--- src/rtl/count_bit_seq_pkg.sv ---
`default_nettype none
// ============================================================================
// Module      : count_bit_seq_pkg
// Description : Shared types and widths for the sequential CLO/CLZ unit:
//               controller state encoding and count widths.
// Revision    : 1.0 - initial release
// ============================================================================
package count_bit_seq_pkg;

    // Controller states of the shared byte scanner
    typedef enum logic [1:0] {
        ST_IDLE = 2'd0,
        ST_SCAN = 2'd1,
        ST_DONE = 2'd2
    } state_t;

    // Accumulator width: holds 0..32
    localparam int COUNT_W    = 6;
    // Per-byte count width: holds 0..8
    localparam int BYTE_CNT_W = 4;

endpackage : count_bit_seq_pkg
`default_nettype wire

--- src/rtl/count_bit_byte.sv ---
`default_nettype none
// ============================================================================
// Module      : count_bit_byte
// Description : Combinational leading-bit counter for one byte. Counts how
//               many consecutive bits, starting at bit 7, equal i_bit_sel
//               (1 = leading ones, 0 = leading zeros). Result 0..8.
// Revision    : 1.0 - initial release
// ============================================================================
module count_bit_byte
    import count_bit_seq_pkg::*;
(
    input  logic [7:0]            i_byte,
    input  logic                  i_bit_sel,
    output logic [BYTE_CNT_W-1:0] o_count
);

    logic w_run;

    // Walk from the MSB down, counting until the first bit that differs
    always_comb begin
        o_count = '0;
        w_run   = 1'b1;
        for (int i = 7; i >= 0; i--) begin
            if (w_run && (i_byte[i] == i_bit_sel)) begin
                o_count = o_count + BYTE_CNT_W'(1);
            end else begin
                w_run = 1'b0;
            end
        end
    end

endmodule : count_bit_byte
`default_nettype wire

--- src/rtl/count_bit_seq.sv ---
`default_nettype none
// ============================================================================
// Module      : count_bit_seq
// Description : Shared sequential CLO/CLZ unit for NREQ issue pipes. A
//               round-robin arbiter accepts one operand at a time; a single
//               byte scanner walks the operand MSB byte first and accumulates
//               the leading-bit count, which is returned with the owner id.
//               Build option COUNT_BIT_SEQ_EARLY_EXIT_EN: when defined the
//               scan stops on the first non-full byte; otherwise the scan
//               always takes four cycles and accumulation freezes instead.
// Revision    : 1.0 - initial release
// ============================================================================
module count_bit_seq
    import count_bit_seq_pkg::*;
#(
    parameter  int NREQ = 2,
    localparam int IDW  = $clog2(NREQ)
) (
    input  logic                   clk,
    input  logic                   resetn,
    input  logic                   flush,
    input  logic [NREQ-1:0]        req_valid,
    input  logic [NREQ-1:0]        req_bit_sel,
    input  logic [NREQ-1:0][31:0]  req_val,
    output logic [NREQ-1:0]        req_ready,
    output logic                   resp_valid,
    input  logic                   resp_ready,
    output logic [IDW-1:0]         resp_id,
    output logic [31:0]            resp_count,
    output logic                   busy
);

    state_t                r_state;
    state_t                w_next_state;
    logic [IDW-1:0]        r_last;
    logic [31:0]           r_operand;
    logic                  r_mode;
    logic [IDW-1:0]        r_id;
    logic [COUNT_W-1:0]    r_acc;
    logic [1:0]            r_byte_idx;
    logic                  r_frozen;

    logic                  w_grant_vld;
    logic [IDW-1:0]        w_grant_idx;
    logic [IDW-1:0]        w_cand;
    logic                  w_accept;
    logic [7:0]            w_byte;
    logic [BYTE_CNT_W-1:0] w_byte_cnt;
    logic                  w_byte_full;
    logic                  w_scan_last;

    // Round-robin pick: first requesting pipe after the last granted one
    always_comb begin
        w_grant_vld = 1'b0;
        w_grant_idx = '0;
        w_cand      = '0;
        for (int i = 1; i <= NREQ; i++) begin
            w_cand = IDW'((int'(r_last) + i) % NREQ);
            if (!w_grant_vld && req_valid[w_cand]) begin
                w_grant_vld = 1'b1;
                w_grant_idx = w_cand;
            end
        end
    end

    // Only an idle, unflushed controller may take a new operand
    assign w_accept = (r_state == ST_IDLE) && !flush && w_grant_vld;

    generate
        for (genvar g = 0; g < NREQ; g++) begin : g_ready
            assign req_ready[g] = w_accept && resetn && (w_grant_idx == IDW'(g));
        end
    endgenerate

    // Shared scanner, fed with the currently selected operand byte
    assign w_byte = r_operand[{r_byte_idx, 3'b000} +: 8];

    count_bit_byte u_count_bit_byte (
        .i_byte    (w_byte),
        .i_bit_sel (r_mode),
        .o_count   (w_byte_cnt)
    );

    assign w_byte_full = (w_byte_cnt == BYTE_CNT_W'(8));

`ifdef COUNT_BIT_SEQ_EARLY_EXIT_EN
    assign w_scan_last = !w_byte_full || (r_byte_idx == 2'd0);
`else
    assign w_scan_last = (r_byte_idx == 2'd0);
`endif

    // Controller state register
    always_ff @(posedge clk or negedge resetn) begin
        if (!resetn) begin
            r_state <= ST_IDLE;
        end else begin
            r_state <= w_next_state;
        end
    end

    // Next-state logic; flush overrides completion and response handshake
    always_comb begin
        w_next_state = r_state;
        case (r_state)
            ST_IDLE: if (w_accept)               w_next_state = ST_SCAN;
            ST_SCAN: if (flush)                  w_next_state = ST_IDLE;
                     else if (w_scan_last)       w_next_state = ST_DONE;
            ST_DONE: if (flush || resp_ready)    w_next_state = ST_IDLE;
            default:                             w_next_state = ST_IDLE;
        endcase
    end

    // Operand capture, arbitration pointer and per-byte accumulation
    always_ff @(posedge clk or negedge resetn) begin
        if (!resetn) begin
            r_last     <= IDW'(NREQ - 1);
            r_operand  <= '0;
            r_mode     <= 1'b0;
            r_id       <= '0;
            r_acc      <= '0;
            r_byte_idx <= 2'd3;
            r_frozen   <= 1'b0;
        end else if (w_accept) begin
            r_last     <= w_grant_idx;
            r_operand  <= req_val[w_grant_idx];
            r_mode     <= req_bit_sel[w_grant_idx];
            r_id       <= w_grant_idx;
            r_acc      <= '0;
            r_byte_idx <= 2'd3;
            r_frozen   <= 1'b0;
        end else if ((r_state == ST_SCAN) && !flush) begin
            if (!r_frozen) begin
                r_acc <= r_acc + COUNT_W'(w_byte_cnt);
            end
            if (!w_byte_full) begin
                r_frozen <= 1'b1;
            end
            if (!w_scan_last) begin
                r_byte_idx <= r_byte_idx - 2'd1;
            end
        end
    end

    assign resp_valid = (r_state == ST_DONE);
    assign resp_count = {{(32 - COUNT_W){1'b0}}, r_acc};
    assign resp_id    = r_id;
    assign busy       = (r_state != ST_IDLE);

endmodule : count_bit_seq
`default_nettype wire

--- config.mk ---
export PLATFORM = sky130hd
export DESIGN_NAME = count_bit_seq
export DESIGN_NICKNAME = d
export VERILOG_FILES = /design/src/rtl/count_bit_seq_pkg.sv /design/src/rtl/count_bit_byte.sv /design/src/rtl/count_bit_seq.sv
export SDC_FILE = /design/constraint.sdc
export NUM_CORES = 1
export LEC_CHECK = 0
export ABC_CLOCK_PERIOD_IN_PS = 7430
export CAP_MARGIN = 0
export CORE_MARGIN = 5
export CORE_UTILIZATION = 47
export DETAILED_ROUTE_END_ITERATION = 12
export GPL_TIMING_DRIVEN = 0
export PLACE_DENSITY = 0.86
export SLEW_MARGIN = 15
export SYNTH_ARGS = -nofsm -noshare
export SYNTH_HDL_FRONTEND = slang
export SYNTH_HIERARCHICAL = 1
export SYNTH_SLANG_ARGS = --single-unit
--- constraint.sdc ---
create_clock -name clk -period 7.43 [get_ports clk]
set_clock_uncertainty 0.1 [all_clocks]
set_input_delay 0.743 -clock clk [delete_from_list [all_inputs] [get_ports clk]]
set_output_delay 0.743 -clock clk [all_outputs]
set_load 0.05 [all_outputs]
==> results.md <==
* Cts-stage hold buffer count at 0
* Via count of the first global-routing pass at ~2,900
* Core Rows at 31
* Data arrival time at the worst-slack endpoint at 5970 ps
* Clock network fraction of design power at between 10% and 20%
* PortBufs at 82
* Launching element type of the critical path: flip-flop
* Global placement routability congestion at 0.8590
* Worst reg-to-reg path cell count at 22
* TritonCTS clock tree: done
* Antenna Violating Nets Remaining at 0
* Placed Cells incl. Taps at 546
* Routed wire per std cell at around 15 um
* Worst-path fanout max at 10
* Core area at between 7000 and 8000 sq um
* Yosys Warn Count at 6
* # setup viols final at 0
* Least setup slack across all paths after layout at around 1600 ps
* Run status: completed
* Critical register-to-register path endpoint: r_acc[4]
* CTS Root Cell: sky130_fd_sc_hd__clkbuf_8
* Fraction of the core area covered by cells at the end of the flow at 63.93%
* Period utilization at about 79%
* Initial antenna violation count at 0
* Leading post-synthesis cells by cell area: sky130_fd_sc_hd__dfrtp_1, sky130_fd_sc_hd__mux2i_1, sky130_fd_sc_hd__o21ai_2
* RSZ-0062 raised after global routing: no
* Pin count of the biggest net entering global routing at 27
* Width of the die at 95.66 um
* Power per cell area at around 350 nW/um^2
* DRT iter0 DRCs at between 90 and 100
* DRT Wirelength at between 8000 and 9000 um
* Reg2Reg Launch Point: r_byte_idx[1]
* Total clock buffers created by CTS at 5
* Area share of the largest cell type after synthesis at 31.20%
* Clock edge transition at the registers on the reported setup and hold paths at 80 ps
* Total number of vias at between 2,000 and 3,000
* Ratio of routed vias to standard cells at 5.070
* Number of remaining DRC errors at 0
* Sequential cell fraction of total power at 25.0%
* Worst min-delay path class: primary input to asynchronous set/reset pin
* Synth Flop Type: sky130_fd_sc_hd__dfrtp_1
* Library cells used by synthesis at slightly above 60
* Post_cts resized at 0
* Placed wire-length estimate at between 6000 and 7000 um
* WS Path Type: flip-flop to flip-flop
* Starting Density at 47.80%
* Synth Instances at 339
* Element type at the critical path end: flip-flop
* Number of buffers between clock root and the deepest sink at 2
* Mapped Avg Cell Area at 10.17 sq um
* Ports at between 100 and 150
* Slew at the pin closest to its max-slew limit at slightly below 600 ps
* Share of synthesized flip-flops with an asynchronous set or reset at 100.0%
* Clock period minus final worst setup slack at slightly below 6000 ps
* Synth-to-Final Area Change at 33.74%
* Launching element of the worst setup path: r_byte_idx[1]
* Grt total ovfl at 0
* Required @ worst endpoint at about 7600 ps
* Final TNS setup at 0 ps
* Switching portion of total power at around 44%
* Final Power at 1.631 mW
* Share of final-layout standard cells stronger than drive strength 1 at 26.15%
* Worst slack at placement at around 1700 ps
* Capturing element of the worst setup path: r_acc[4]
* Switching pwr at ~0.72 mW
* Number of buffers inserted to repair setup after CTS at 0
* Timing-limited maximum frequency at 171.1 MHz
* Antenna cells at 0
* Most common library cells after synthesis: sky130_fd_sc_hd__nand2_1, sky130_fd_sc_hd__dfrtp_1, sky130_fd_sc_hd__mux2i_1, sky130_fd_sc_hd__o21ai_2, sky130_fd_sc_hd__buf_4
* Max-capacitance violation count at 0
* Wire length of the first global-routing pass at 13,080 um
* Post-synthesis register bit count at between 40 and 50
* Number of enable-type register cells in the synthesized netlist at 0
* Number of clock sinks at 46
* Worst max-slew margin expressed relative to the limit at 60.67%
* Final hold violation count at 0
* Int Pwr at 0.9073 mW
* Cell taking the most area after synthesis: sky130_fd_sc_hd__dfrtp_1
* Cell with the most instances after synthesis: sky130_fd_sc_hd__nand2_1
* Clock insertion delay at the later pin of the skew report at 300 ps
* Comb pwr share at a little under two thirds
* Full die area at ~9100 sq um
* Lkg Pwr at approximately 2.1 nW
* Worst IR Drop VDD at between 0.1 and 0.15 mV
* Height of the chip at between 90 and 100 um
* Number of cells in the finished layout apart from fillers at between 500 and 600
* H-tree Lvls at 2
* Part of the Yosys area used for sequential elements at about 33%
* Tot GR Track Use at 18.21%
* Reg-to-reg slack, setup at approximately 1600 ps
* Final #Nets at between 500 and 600
* Number of slew-limit violations in the final report at 0
* Summed instance area of the synthesized netlist at 3448 sq um
* Pre-Repair DR Iteration Count at 4
worst max-delay path: stages, from the launching register on:
cell and delay (ps):
sky130_fd_sc_hd__dfstp_2 520, sky130_fd_sc_hd__clkbuf_1 460, sky130_fd_sc_hd__mux4_2 510, sky130_fd_sc_hd__nor2b_1 180
sky130_fd_sc_hd__o31ai_1 280, sky130_fd_sc_hd__ha_1 290, sky130_fd_sc_hd__a21oi_1 190, sky130_fd_sc_hd__a21oi_1 120
sky130_fd_sc_hd__ha_1 360, sky130_fd_sc_hd__inv_1 80, sky130_fd_sc_hd__mux2_2 150, sky130_fd_sc_hd__ha_1 180
sky130_fd_sc_hd__nor2b_2 190, sky130_fd_sc_hd__o22ai_1 100, sky130_fd_sc_hd__a221o_1 400, sky130_fd_sc_hd__and2_4 180
sky130_fd_sc_hd__a311oi_2 280, sky130_fd_sc_hd__xor2_1 230, sky130_fd_sc_hd__ha_1 310, sky130_fd_sc_hd__nor2b_1 150
sky130_fd_sc_hd__o21a_1 160, sky130_fd_sc_hd__o21ai_1 150, sky130_fd_sc_hd__mux2i_1 200
registers in the layout, indices dropped and copies added (netlist names):
name        flops
r_frozen        1
resp_id         1
r_byte_idx      2
r_state         2
r_acc           6
r_operand      32
r_last          1
r_mode          1
layout by cell type (no fill, tap or decap), types with 3 or more instances in the layout:
master	count
sky130_fd_sc_hd__or2_2	4
sky130_fd_sc_hd__a21oi_1	11
sky130_fd_sc_hd__clkbuf_8	5
sky130_fd_sc_hd__nor2b_1	4
sky130_fd_sc_hd__clkdlybuf4s50_1	81
sky130_fd_sc_hd__inv_1	10
sky130_fd_sc_hd__dfstp_2	3
sky130_fd_sc_hd__ha_1	10
sky130_fd_sc_hd__xnor2_1	3
sky130_fd_sc_hd__o21ai_0	4
sky130_fd_sc_hd__mux2i_1	36
sky130_fd_sc_hd__buf_4	26
sky130_fd_sc_hd__a22o_1	4
sky130_fd_sc_hd__o21ai_1	6
sky130_fd_sc_hd__conb_1	26
sky130_fd_sc_hd__nor2_1	13
sky130_fd_sc_hd__nand2_1	47
sky130_fd_sc_hd__o21ai_2	32
sky130_fd_sc_hd__mux4_2	8
sky130_fd_sc_hd__nand3_1	7
sky130_fd_sc_hd__dfrtp_1	43
sky130_fd_sc_hd__buf_6	12
sky130_fd_sc_hd__buf_2	4
routing by layer:
layer	track usage (%)	routed length, um
met1	21.58	3218
met2	33.58	4174
met3	3.552	534
met4	4.384	112
met5	0	0
through the flow:
stage / hold slack [ps] / instance area, sq um
final: 323.0 / 4612
after floorplan: 346.1 / 3542
after CTS: 334.8 / 4612
after global routing: 358.1 / 4612
after detailed placement: 362.1 / 4502
after global placement: 355.7 / 4487
worst min path at each step:
stage	from	end	slack, ps	cells after the start
floorplan	resetn	r_acc[0]	350	0
global placement	r_operand[4]	r_operand[4]	360	2
detailed placement	r_operand[23]	r_operand[23]	360	2
CTS	resetn	r_state[1]	330	1
global route	resetn	r_state[1]	360	1
finish	resetn	r_state[0]	320	1
cell type report:
| type | instances | area (sq um) |
|---|---|---|
| Fill cell | 588 | 2603 |
| Multi-Input combinational cell | 266 | 2001 |
| Sequential cell | 46 | 1155 |
| Timing Repair Buffer | 83 | 835.8 |
| Buffer | 42 | 349.1 |
| Tap cell | 99 | 123.9 |
| Clock buffer | 6 | 72.57 |
| Clock inverter | 2 | 37.54 |
| Inverter | 10 | 37.54 |
cells by family (layout without fill, tap and decap cells):
group                    Yosys count  after routing  synth area share, %
multiplexers                      46             46                16.33
flip-flops                        46             46                33.49
AO/OA/AOI/OAI                     79             79                18.14
buffers and inverters             52            143                11.21
other                              1             26               0.1087
XOR/XNOR                           5              5                1.270
adder cells (fa/ha/maj)           11             11                4.209
AND/OR/NAND/NOR                   99             99                15.24
power groups by stage:
stage	clock [mW]	sequential [mW]	combinational, mW
finish	0.186	0.408	1.04
global route	0.196	0.419	1.15
CTS	0.187	0.408	1.04
detailed placement	0	0.412	1.03
global placement	0	0.406	0.999
floorplan	0	0.423	0.786
(Power assumes the default switching activity.)
